## src/rtl/crv32_mem_arbiter_if.sv

```systemverilog
// rtl/crv32_mem_arbiter_if.sv - valid/ready memory bus shared by CPU, debug and memory ports
// The master drives the request fields; the slave answers with ready/rdata.
interface crv32_mem_arbiter_if #(
  parameter int ADDR_W = 32
);
  logic              valid;
  logic [ADDR_W-1:0] addr;
  logic [31:0]       wdata;
  logic [3:0]        wstrb;
  logic              ready;
  logic [31:0]       rdata;

  modport master (output valid, addr, wdata, wstrb, input ready, rdata);
  modport slave  (input valid, addr, wdata, wstrb, output ready, rdata);
endinterface

```

## src/rtl/crv32_mem_arbiter.sv

```systemverilog
// rtl/crv32_mem_arbiter.sv - CPU/debug arbiter for the single memory port
// Fixed debug priority, registered grant, per-transaction timeout with error pulse.
module crv32_mem_arbiter #(
  parameter int          ADDR_W    = 32,
  parameter int          TIMEOUT   = 15,
  parameter logic [31:0] ERR_RDATA = 32'hDEADBEEF
) (
  input  logic                CLK,
  input  logic                RESET,
  crv32_mem_arbiter_if.slave  cpu,
  crv32_mem_arbiter_if.slave  dbg,
  crv32_mem_arbiter_if.master mem,
  output logic [1:0]          owner,
  output logic                timeout_err
);

  localparam int              CNT_W  = (TIMEOUT > 0) ? $clog2(TIMEOUT + 1) : 1;
  localparam logic [CNT_W-1:0] TO_LIM = CNT_W'(TIMEOUT);
  localparam bit              TO_EN  = (TIMEOUT > 0);

  typedef enum logic [1:0] {
    IDLE     = 2'd0,
    CPU_XFER = 2'd1,
    DBG_XFER = 2'd2
  } state_t;

  state_t             state_q, state_d;
  logic               mem_valid_q, mem_valid_d;
  logic [1:0]         owner_q, owner_d;
  logic [ADDR_W-1:0]  addr_q, addr_d;
  logic [31:0]        wdata_q, wdata_d;
  logic [3:0]         wstrb_q, wstrb_d;
  logic [CNT_W-1:0]   cnt_q, cnt_d;

  logic timeout_hit;
  logic done;

  always_ff @(posedge CLK or posedge RESET) begin
    if (RESET) begin
      state_q     <= IDLE;
      mem_valid_q <= 1'b0;
      owner_q     <= 2'b00;
      addr_q      <= '0;
      wdata_q     <= '0;
      wstrb_q     <= '0;
      cnt_q       <= '0;
    end else begin
      state_q     <= state_d;
      mem_valid_q <= mem_valid_d;
      owner_q     <= owner_d;
      addr_q      <= addr_d;
      wdata_q     <= wdata_d;
      wstrb_q     <= wstrb_d;
      cnt_q       <= cnt_d;
    end
  end

  // A ready from memory in the limit cycle takes precedence over the timeout.
  assign timeout_hit = TO_EN && (state_q != IDLE) && (cnt_q == TO_LIM) && !mem.ready;
  assign done        = (state_q != IDLE) && (mem.ready || timeout_hit);

  always_comb begin
    state_d     = state_q;
    mem_valid_d = mem_valid_q;
    owner_d     = owner_q;
    addr_d      = addr_q;
    wdata_d     = wdata_q;
    wstrb_d     = wstrb_q;
    cnt_d       = cnt_q;
    case (state_q)
      IDLE: begin
        if (dbg.valid) begin
          state_d     = DBG_XFER;
          mem_valid_d = 1'b1;
          owner_d     = 2'b10;
          addr_d      = dbg.addr;
          wdata_d     = dbg.wdata;
          wstrb_d     = dbg.wstrb;
          cnt_d       = '0;
        end else if (cpu.valid) begin
          state_d     = CPU_XFER;
          mem_valid_d = 1'b1;
          owner_d     = 2'b01;
          addr_d      = cpu.addr;
          wdata_d     = cpu.wdata;
          wstrb_d     = cpu.wstrb;
          cnt_d       = '0;
        end
      end
      CPU_XFER, DBG_XFER: begin
        if (done) begin
          state_d     = IDLE;
          mem_valid_d = 1'b0;
          owner_d     = 2'b00;
        end else if (TO_EN && cnt_q != TO_LIM) begin
          cnt_d = cnt_q + CNT_W'(1);
        end
      end
      default: begin
        state_d     = IDLE;
        mem_valid_d = 1'b0;
        owner_d     = 2'b00;
      end
    endcase
  end

  assign mem.valid = mem_valid_q;
  assign mem.addr  = addr_q;
  assign mem.wdata = wdata_q;
  assign mem.wstrb = wstrb_q;

  assign cpu.ready = done && (state_q == CPU_XFER);
  assign dbg.ready = done && (state_q == DBG_XFER);
  assign cpu.rdata = cpu.ready ? (timeout_hit ? ERR_RDATA : mem.rdata) : 32'h0;
  assign dbg.rdata = dbg.ready ? (timeout_hit ? ERR_RDATA : mem.rdata) : 32'h0;

  assign owner       = owner_q;
  assign timeout_err = timeout_hit;

endmodule
```

## src/flat_wrapper.sv

```systemverilog
// flat-port wrapper written by rule: the top's interface ports become plain ports
module crv32_mem_arbiter_flat 
#(
  parameter int          ADDR_W    = 32,
  parameter int          TIMEOUT   = 15,
  parameter logic [31:0] ERR_RDATA = 32'hDEADBEEF
)
  (CLK, RESET, owner, timeout_err, cpu_valid, cpu_addr, cpu_wdata, cpu_wstrb, cpu_ready, cpu_rdata, dbg_valid, dbg_addr, dbg_wdata, dbg_wstrb, dbg_ready, dbg_rdata, mem_valid, mem_addr, mem_wdata, mem_wstrb, mem_ready, mem_rdata);
  crv32_mem_arbiter_if #(.ADDR_W(ADDR_W)) cpu_i ();
  crv32_mem_arbiter_if #(.ADDR_W(ADDR_W)) dbg_i ();
  crv32_mem_arbiter_if #(.ADDR_W(ADDR_W)) mem_i ();
  input  logic CLK;
  input  logic RESET;
  output logic [1:0] owner;
  output logic timeout_err;
  input wire logic [$bits(cpu_i.valid)-1:0] cpu_valid;
  input wire logic [$bits(cpu_i.addr)-1:0] cpu_addr;
  input wire logic [$bits(cpu_i.wdata)-1:0] cpu_wdata;
  input wire logic [$bits(cpu_i.wstrb)-1:0] cpu_wstrb;
  output wire logic [$bits(cpu_i.ready)-1:0] cpu_ready;
  output wire logic [$bits(cpu_i.rdata)-1:0] cpu_rdata;
  input wire logic [$bits(dbg_i.valid)-1:0] dbg_valid;
  input wire logic [$bits(dbg_i.addr)-1:0] dbg_addr;
  input wire logic [$bits(dbg_i.wdata)-1:0] dbg_wdata;
  input wire logic [$bits(dbg_i.wstrb)-1:0] dbg_wstrb;
  output wire logic [$bits(dbg_i.ready)-1:0] dbg_ready;
  output wire logic [$bits(dbg_i.rdata)-1:0] dbg_rdata;
  output wire logic [$bits(mem_i.valid)-1:0] mem_valid;
  output wire logic [$bits(mem_i.addr)-1:0] mem_addr;
  output wire logic [$bits(mem_i.wdata)-1:0] mem_wdata;
  output wire logic [$bits(mem_i.wstrb)-1:0] mem_wstrb;
  input wire logic [$bits(mem_i.ready)-1:0] mem_ready;
  input wire logic [$bits(mem_i.rdata)-1:0] mem_rdata;
  assign cpu_i.valid = cpu_valid;
  assign cpu_i.addr = cpu_addr;
  assign cpu_i.wdata = cpu_wdata;
  assign cpu_i.wstrb = cpu_wstrb;
  assign cpu_ready = cpu_i.ready;
  assign cpu_rdata = cpu_i.rdata;
  assign dbg_i.valid = dbg_valid;
  assign dbg_i.addr = dbg_addr;
  assign dbg_i.wdata = dbg_wdata;
  assign dbg_i.wstrb = dbg_wstrb;
  assign dbg_ready = dbg_i.ready;
  assign dbg_rdata = dbg_i.rdata;
  assign mem_valid = mem_i.valid;
  assign mem_addr = mem_i.addr;
  assign mem_wdata = mem_i.wdata;
  assign mem_wstrb = mem_i.wstrb;
  assign mem_i.ready = mem_ready;
  assign mem_i.rdata = mem_rdata;
  crv32_mem_arbiter #(.ADDR_W(ADDR_W), .TIMEOUT(TIMEOUT), .ERR_RDATA(ERR_RDATA)) u_core (.CLK(CLK), .RESET(RESET), .cpu(cpu_i), .dbg(dbg_i), .mem(mem_i), .owner(owner), .timeout_err(timeout_err));
endmodule
```

## config.mk

```make
export PLATFORM = sky130hd
export DESIGN_NAME = crv32_mem_arbiter_flat
export DESIGN_NICKNAME = d
export VERILOG_FILES = /design/src/rtl/crv32_mem_arbiter_if.sv /design/src/rtl/crv32_mem_arbiter.sv /design/src/flat_wrapper.sv
export SDC_FILE = /design/constraint.sdc
export NUM_CORES = 1
export LEC_CHECK = 0
export BUFFER_PORTS_ARGS = -buffer_cell sky130_fd_sc_hd__buf_4
export CORE_AREA = 2 2 122 124
export CTS_CLUSTER_DIAMETER = 120
export CTS_CLUSTER_SIZE = 10
export DETAILED_ROUTE_END_ITERATION = 7
export DIE_AREA = 0 0 124 126
export GPL_TIMING_DRIVEN = 1
export SLEW_MARGIN = 20
export SYNTH_ARGS = -nofsm -noshare
export SYNTH_HDL_FRONTEND = slang
export SYNTH_SLANG_ARGS = --single-unit
```

## constraint.sdc

```tcl
create_clock -name CLK -period 3.93 [get_ports CLK]
set_clock_uncertainty 0.15 [all_clocks]
set_input_delay 0.393 -clock CLK [delete_from_list [all_inputs] [get_ports CLK]]
set_output_delay 0.393 -clock CLK [all_outputs]
set_load 0.1 [all_outputs]
```

# After elaboration in Yosys (flattened, before gate mapping)
# Index checks and enable logic that the tools add are counted.
# totals
ff_bits,75
# classes
n_eq_ne,8
n_mux,22
n_addsub,1
n_reduce_logical,15
# op_table
operator,count
two-way mux 32 bit,7
two-way mux 4 bit,6
case mux 4 bit (2 select lines),1
two-way mux 2 bit,3
nonzero test 2 bit,3
logical AND 1 bit,5
"adder 4 x 1 -> 4 bit, second input constant",1
"equality test 4 bit, second input constant",1
"!= test 2 x 1 -> 1 bit, second input constant",2
"!= test 4 bit, second input constant",1
case mux 2 bit (2 select lines),1
AND reduction 2 bit,2
AND reduction 4 bit,1
two-way mux 1 bit,3
"!= test 3 bit, second input constant",1
"equality test 2 x 1 -> 1 bit, second input constant",1
"equality test 2 bit, second input constant",1
logical NOT 2 bit,1
"!= test 2 bit, second input constant",1
case mux 1 bit (2 select lines),1
OR reduction 2 bit,1
logical NOT 1 bit,1
logical OR 1 bit,1

# Depth between registers and ports, before layout
# Gate-level depths: netlist of run 1.
# logic_depth
ltp_word,7
depth_mapped,8
mapped_depth_nobuf,6

# Worst setup path after synthesis of run 1
# Ideal clock, no wire load.
# synth_path
kind,flip-flop to output port
from,register u_core.state_q[1]
to,output port dbg_rdata[18]
arrival_time_ns,3.346
stages_incl_launch_ff,8
path_slack_ns,0.041
path_cell_list,dfrtp_1 inv_1 ha_1 buf_6 nor2_2 clkbuf_1 a21oi_1 nor2_1
# synth_via
elab_chain_len,7
# synth_rtl
element,line_no,source
from (decl),crv32_mem_arbiter.sv:27,"state_t state_q, state_d;"
from (signal assigned),crv32_mem_arbiter.sv:48,state_q <= state_d;
nonzero test 2 bit,"crv32_mem_arbiter.sv:59, crv32_mem_arbiter.sv:60",
logical AND 1 bit (2 in a row),crv32_mem_arbiter.sv:59,assign timeout_hit = TO_EN && (state_q != IDLE) && (cnt_q == TO_LIM) && !mem.ready;
logical OR 1 bit,crv32_mem_arbiter.sv:60,assign done = (state_q != IDLE) && (mem.ready || timeout_hit);
logical AND 1 bit,crv32_mem_arbiter.sv:60,
logical AND 1 bit,crv32_mem_arbiter.sv:113,assign dbg.ready = done && (state_q == DBG_XFER);
two-way mux 32 bit *,crv32_mem_arbiter.sv:115,assign dbg.rdata = dbg.ready ? (timeout_hit ? ERR_RDATA : mem.rdata) : 32'h0;
to (decl),flat_wrapper.sv:27,output wire logic [$bits(dbg_i.rdata)-1:0] dbg_rdata;
# Mark *: on every way between the ends. The rest lies on a longest branch, timed or not.

# Final worst setup path of run 1
# layout_path
from,register u_core.state_q[1]
to,output port dbg_rdata[22]
# The elaborated chain is that of the path after synthesis.

==> reports/results.txt, run 1 <==
Most used cell along the critical path = inv_1
Crit path from = u_core.state_q[1]
RSZ-0062 raised after global routing = false
Setup TNS Final = 0 ns
Setup Fix Bufs, Post-CTS = 0
R2R cell count = 7
Cts-stage hold buffer count = 0
Post-synth top area cell = dfrtp_1
Post-synth ARST share = 100%
Min Tclk post-route = 3.10 ns
Slew Limit Fails = 0
Mean Syn Cell Area = 9.01 µm²
Setup violations, final = 0
Worst Max-Slew Pin Slew = 0.912 ns
Highest Signal Layer = met4
I/O pins = 311
Clk pin slew, worst setup/hold paths = 0.05 ns
Synth warn = 0
Area delta synth->final = 66.9%
Worst Path Buf+Inv = 4
Nets = 923
WL per Instance = 14.8 µm
First-pass GRT wire length = 20,400 µm
Rows = 44
Wl on met1 = 4860 µm
Starting Density = 28.5%
Synthesized flop and latch total = 75
PortBufs = 310
Final wirelength = 13,800 µm
DPL Wire Length = 11,000 µm
GRT overflow = 0
Count of cell types in the netlist = 30
Reg2reg end = u_core.mem.addr[11]
Post-Synthesis Cells = 453
Most instantiated library cell after synthesis = dfrtp_1
Vias in the first global route = 4,212
WS Path Type = flop to output pin
CP Cell Sequence = inv_1 -> ha_1 -> inv_1 -> nand3_2 -> inv_1 -> and3_1 -> buf_4
Slowest stage cell, crit path = dfrtp_1
MaxCap Viol Count = 0
H-Tree Depth = 3
Initial DRC Count = 129
Final hold violations = 0
Syn Std Cell Area = 4080 µm²
Routed met2 length = 7580 µm
Clk sinks = 75
Fill cell count = 1,405
ANT cells = 0
Number of synthesized flops with an enable pin = 0
Max Freq = 323 MHz
Post-Syn Nets = 630
Worst-case clock buffer depth = 2
Via density = 4.56
Chip width = 124 µm
TritonCTS clock tree = done
Worst slew margin relative to its limit = 39.1%
Post-route cell area = 6810 µm²
Largest net degree at the start of global routing = 74
Initial antenna violation count = 0
Crit path DAT = 2.56 ns
Die H = 126 µm
Post-DRT Antenna Nets = 0
CP endpoint kind = output pin
Status = finished clean
Area taken by multi-input logic gates = 1980 µm²
# DRC = 0
Crit path launch type = flop
Worst r2r src = u_core.state_q[1]
Reg area = 1880 µm²
Family with the most delay on the worst path = buffers and inverters
Reg-to-reg slack, setup = 1.75 ns
Final Cycle Share = 78.9%
Hold Crit Class = primary input to async pin
Sequential area share after synthesis = 46.0%
Crit path largest cell delay = 0.39 ns
Worst Path Required = 3.39 ns
Die area = 15,600 µm²
Pre-antenna DRT Iters = 4
Synth cell count leaders = dfrtp_1 (75), nand2_1 (72), o21ai_0 (71)
Synth top area share = 46.0%
DP Area = 6510 µm²
Top post-synthesis cells by area = dfrtp_1 (46%), mux2i_1 (17%), o21ai_0 (8.7%), nand2_1 (6.6%), nor2_1 (4.4%)
Root buffer cell = clkbuf_16
All-Layer GR Usage = 16.9%
Via count = 4,259
Routed wl met3 = 1110 µm
Layout cells sized above 1 = 44.8%
Top_reg_cell synth = dfrtp_1
GPL Wtd Cong = 0.755
TritonCTS Buffers = 9
Later-pin clock latency in the skew report = 0.32 ns
Core area = 14,300 µm²
PostCTS Resize Cnt = 0
Crit Path Max Fanout = 25
[cell type report]
cell class | count | area share [%]
Clock buffer | 12 | 3.47
Timing Repair Buffer | 317 | 35.4
Tap cell | 184 | 3.38
Multi-Input combinational cell | 333 | 29.1
Inverter | 10 | 0.551
Sequential cell | 75 | 27.5
Clock inverter | 3 | 0.588
[flip-flops by register name, indices dropped and copies added, names as in the netlist]
| name | count |
|---|---|
| u_core.mem.valid | 1 |
| u_core.state_q | 2 |
| u_core.mem.addr | 32 |
| u_core.cnt_q | 4 |
| u_core.mem.wdata | 32 |
| u_core.mem.wstrb | 4 |
[routing by layer]
layer	vias up	GRT usage [%]
met4	0	5.68
met5	-	0
met2	184	33.5
met3	18	4.35
li1	2132	-
met1	1925	16.4
[metrics by stage]
step | setup slack, ns | utilization [%] | cells | hold slack [ns]
after floorplan | 0.0415 | - | 453 | 0.354
after global placement | 1.35 | 45.5 | 918 | 0.313
after detailed placement | 1.20 | 45.5 | 918 | 0.321
after CTS | 0.843 | 47.4 | 933 | 0.154
after global routing | 0.688 | 47.6 | 934 | 0.196
final | 0.830 | 47.6 | 934 | 0.125
[worst max path at each step]
stage	cells after the start	end
floorplan	7	dbg_rdata[18]
global placement	7	dbg_rdata[24]
detailed placement	7	dbg_rdata[22]
CTS	7	dbg_rdata[22]
global route	7	dbg_rdata[8]
finish	7	dbg_rdata[22]
[worst register-to-register path, stage by stage, from the launching register on]
cell and delay (ns):
dfrtp_1 0.41, inv_1 0.11, ha_1 0.42, o21ai_4 0.29, buf_16 0.25, buf_12 0.19
nand2_1 0.13, o21ai_0 0.09
[kinds of logic after synthesis]
logic type / after synthesis / synth area share, %
mux: 68 / 16.7
fa+ha+maj: 4 / 1.23
simple gates: 150 / 15.9
flops: 75 / 46.0
buf+inv: 45 / 5.52
compound gates: 111 / 14.7
[layout by cell type, fill, tap and decap left out]
cell type,count
o22ai_1,2
inv_1,9
ha_1,4
nor3b_1,1
o21ai_0,71
nand3_1,4
a41oi_1,2
or3b_4,1
clkbuf_1,3
nor2_2,1
nand3_2,2
nand2b_1,2
a21oi_1,27
mux2i_1,68
a31oi_1,3
nand2_1,72
dfrtp_1,75
and3_1,18
a31o_2,1
inv_2,1
buf_16,1
or3b_1,1
nor2_1,48
bufinv_16,1
a211o_1,1
buf_12,1
a32o_1,1
clkbuf_16,9
clkinv_2,2
a22o_1,2
buf_4,315
o21ai_4,1
Power of run 1 is left out: the tool's default activity adds up to more than one toggle a clock period on the data nets, which glitch-free logic cannot reach.
==> run 2: changes to the inputs <==
--- a/config.mk
+++ b/config.mk
@@ -5,12 +5,13 @@
 export SDC_FILE = /design/constraint.sdc
 export NUM_CORES = 1
 export LEC_CHECK = 0
+export ABC_AREA = 1
 export BUFFER_PORTS_ARGS = -buffer_cell sky130_fd_sc_hd__buf_4
-export CORE_AREA = 2 2 122 124
+export CORE_AREA = 2 2 121 123
 export CTS_CLUSTER_DIAMETER = 120
 export CTS_CLUSTER_SIZE = 10
 export DETAILED_ROUTE_END_ITERATION = 7
-export DIE_AREA = 0 0 124 126
+export DIE_AREA = 0 0 123 125
 export GPL_TIMING_DRIVEN = 1
 export SLEW_MARGIN = 20
 export SYNTH_ARGS = -nofsm -noshare
==> constraint.sdc (replaced) <==
create_clock -name CLK -period 2.95 [get_ports CLK]
set_clock_uncertainty 0.15 [all_clocks]
set_input_delay 0.295 -clock CLK [delete_from_list [all_inputs] [get_ports CLK]]
set_output_delay 0.295 -clock CLK [all_outputs]
set_load 0.1 [all_outputs]
==> run 2 against run 1 <==
Cell count increased by 12%. Count of clock-buffer cells in the layout increased by 3. Synthesized cell count increased by 24%. Core utilization increased by 4.7 points. Worst hold slack got worse by 0.045 ns. Global-route usage increased by 2.5 points. Register-to-register slack got worse by 0.91 ns. Via count increased by 14%. Non-clock buffer count increased by 10. Sequential cell count unchanged. Die area decreased by 1.6%. Critical endpoint is now dbg_rdata[11].
==> reports/results.txt, run 2 <==
# DRC = 0 (unchanged)
Largest net degree at the start of global routing = 69 (-6.8%)
Core area = 14,200 µm² (-0.77%)
Sequential area share after synthesis = 44.7% (-1.2 points)
Worst Path Buf+Inv = 4 (unchanged)
Total Power = 9.54 mW
GRT overflow = 0 (unchanged)
Worst Max-Slew Pin Slew = 0.709 ns (-0.203 ns)
Crit path DAT = 2.31 ns (-0.25 ns)
Crit path launch type = flop
Routed met2 length = 7670 µm (+1.3%)
Power Density = 1280 nW/µm²
Pre-antenna DRT Iters = 4 (unchanged)
Status = finished clean
Most instantiated library cell after synthesis = nand2_1
Worst Path Required = 2.51 ns (-0.88 ns)
Layout cells sized above 1 = 46.4% (+1.6 points)
Synth cell count leaders = nand2_1 (160), dfrtp_1 (75), nor2_1 (71)
Via density = 4.67 (+2.3%)
Post-synth ARST share = 100% (unchanged)
Wl on met1 = 5600 µm (+15%)
Slew Limit Fails = 0 (unchanged)
TritonCTS clock tree = done
CP endpoint kind = output pin
Later-pin clock latency in the skew report = 0.32 ns (about the same)
Clk sinks = 75 (unchanged)
Vias in the first global route = 4,729 (+12%)
Clk pin slew, worst setup/hold paths = 0.06 ns (about the same)
Via count = 4,867 (+14%)
Slowest stage cell, crit path = dfrtp_2
Post-DRT Antenna Nets = 0 (unchanged)
LEAKAGE = 3.75 nW
Min Tclk post-route = 2.76 ns
Post-Syn Nets = 738 (+17%)
Area delta synth->final = 77.1%
WS Path Type = flop to output pin
Die area = 15,400 µm² (-1.6%)
Rows = 44 (unchanged)
Setup WS pre-CTS = 0.521 ns (-0.677 ns)
Post-Synthesis Cells = 561 (+24%)
Top post-synthesis cells by area = dfrtp_1 (45%), nand2_1 (14%), a31oi_1 (10%), nor2_1 (6.4%), a21oi_1 (4.8%)
Initial DRC Count = 161 (+25%)
Layout Utilization = 52.3% (+4.7 points)
Setup violations, final = 0 (unchanged)
WL per Instance = 14.7 µm (-0.62%)
Crit Path Max Fanout = 25 (unchanged)
Synth top area share = 44.7% (-1.2 points)
RSZ-0062 raised after global routing = false
Routed wl met3 = 1620 µm (+46%)
Setup TNS Final = 0 ns (unchanged)
Die H = 125 µm (-0.79%)
Most common cell after layout, fill and taps aside = buf_4
MaxCap Viol Count = 0 (unchanged)
Synthesized flop and latch total = 75 (unchanged)
Synth warn = 0 (unchanged)
Chip width = 123 µm (-0.81%)
Most frequent cells in the layout = buf_4 (321), nand2_1 (160), dfrtp_1 (73), nor2_1 (71), a31oi_1 (68)
Worst slew margin relative to its limit = 52.7% (+14 points)
Nets = 1,031 (+12%)
H-Tree Depth = 3 (unchanged)
Post-synth top area cell = dfrtp_1
Final worst setup slack = 0.195 ns (-0.636 ns)
I/O pins = 311 (unchanged)
Syn Std Cell Area = 4200 µm² (+2.8%)
Non-filler cells, final = 1,043 (+12%)
CP Cell Sequence = inv_1 -> ha_1 -> inv_1 -> nand2_4 -> o21ai_2 -> nand2_2 -> buf_4 -> a21oi_4 -> buf_4
VDD IR max = 0.00106 V
Initial antenna violation count = 0 (unchanged)
PortBufs = 310 (unchanged)
Top_reg_cell synth = dfrtp_1
GPL Wtd Cong = 0.813 (+7.7%)
First-pass GRT wire length = 23,500 µm (+15%)
Final Cycle Share = 93.4%
Number of synthesized flops with an enable pin = 0 (unchanged)
All-Layer GR Usage = 19.4% (+2.5 points)
Post-Place Cells = 1,026 (+12%)
Setup Fix Bufs, Post-CTS = 0 (unchanged)
ANT cells = 0 (unchanged)
Mean Syn Cell Area = 7.48 µm² (-17%)
Max Freq = 363 MHz
Worst-case clock buffer depth = 2 (unchanged)
Family with the most delay on the worst path = buffers and inverters
Final hold violations = 0 (unchanged)
DPL Wire Length = 12,200 µm (+11%)
Final wirelength = 15,300 µm (+11%)
Count of cell types in the netlist = 26 (-13%)
Starting Density = 29.5% (+1.0 points)
Highest Signal Layer = met4
Reg-to-reg slack, setup = 0.84 ns (-0.91 ns)
Root buffer cell = clkbuf_16
TritonCTS Buffers = 9 (unchanged)
Hold Crit Class = primary input to flop
Crit path largest cell delay = 0.38 ns (about the same)
[run 2: changes by cell type in the layout (fill, tap and decap cells not counted), sizes merged, moves of 3 or more]
cell,before,now
inv,10,51
mux2i,68,0
nor2,49,74
clkbuf,12,15
nand3,6,10
o21ai,72,2
a31oi,3,68
nand4,0,17
buf,317,326
and3,18,0
a21oi,27,49
nand2,72,163
[run 2: repair_timing]
item | in CTS | in global routing
hold buffers | 1 | 0
resized for setup | 0 | 0
endpoints found under the hold margin | 36 | 0
[run 2: stage by stage]
stage | hold WS, ns | cell area, µm²
floorplan | 0.300 | 4630
global placement | 0.257 | 7110
detailed placement | 0.273 | 7110
CTS | 0.0645 | 7430
global route | 0.0758 | 7430
finish | 0.0795 | 7430
[run 2: cell families after synthesis]
group                      count (synthesis)  synth area share (%)
AOI/OAI and AO/OA                        119                  17.1
and+or+nand+nor                          266                  26.0
adders and majority gates                  4                  1.19
DFF                                       75                  44.7
buffers and inverters                     97                  11.0
[run 2: report_power, final]
group | switching, mW | total (mW) | leakage (nW) | internal [mW]
sequential | 0.303 | 1.84 | 0.858 | 1.54
clock | 0.406 | 1.13 | 0.150 | 0.726
combinational | 5.25 | 6.57 | 2.74 | 1.32
[run 2: path summary, 6_finish.rpt]
check | start | to | depth (start not counted)
worst max register to register | u_core.state_q[0] | u_core.mem.wdata[23] | 7
worst min register to register | u_core.mem.valid | u_core.mem.valid | 2
worst max-delay path | u_core.state_q[0] | dbg_rdata[11] | 9
min in group asynchronous | RESET | u_core.mem.addr[7] | 3
max in group asynchronous | RESET | u_core.state_q[1] | 4
worst min-delay path | dbg_addr[13] | u_core.mem.addr[13] | 3
[run 2: routing by layer]
layer / vias to the layer above / track usage [%]
met4: 0 / 7.69
met1: 2210 / 21.2
li1: 2416 / -
met5: - / 0
met3: 24 / 6.52
met2: 217 / 34.0
[run 2: layout make-up]
cell class / instances / area [µm²]
fillers: 1353 / 6770
repair buffers: 327 / 2520
multi-input cells: 389 / 2300
flip-flops and latches: 75 / 1880
clock buffers: 15 / 278
well taps: 184 / 230
inverters: 52 / 196
clock inverters: 1 / 30.0
[run 2: tightest hold or removal path, stage by stage]
cell and delay, ns:
buf_4 0.10, nand2_1 0.05, a31oi_1 0.07
(Power assumes the default switching activity.)
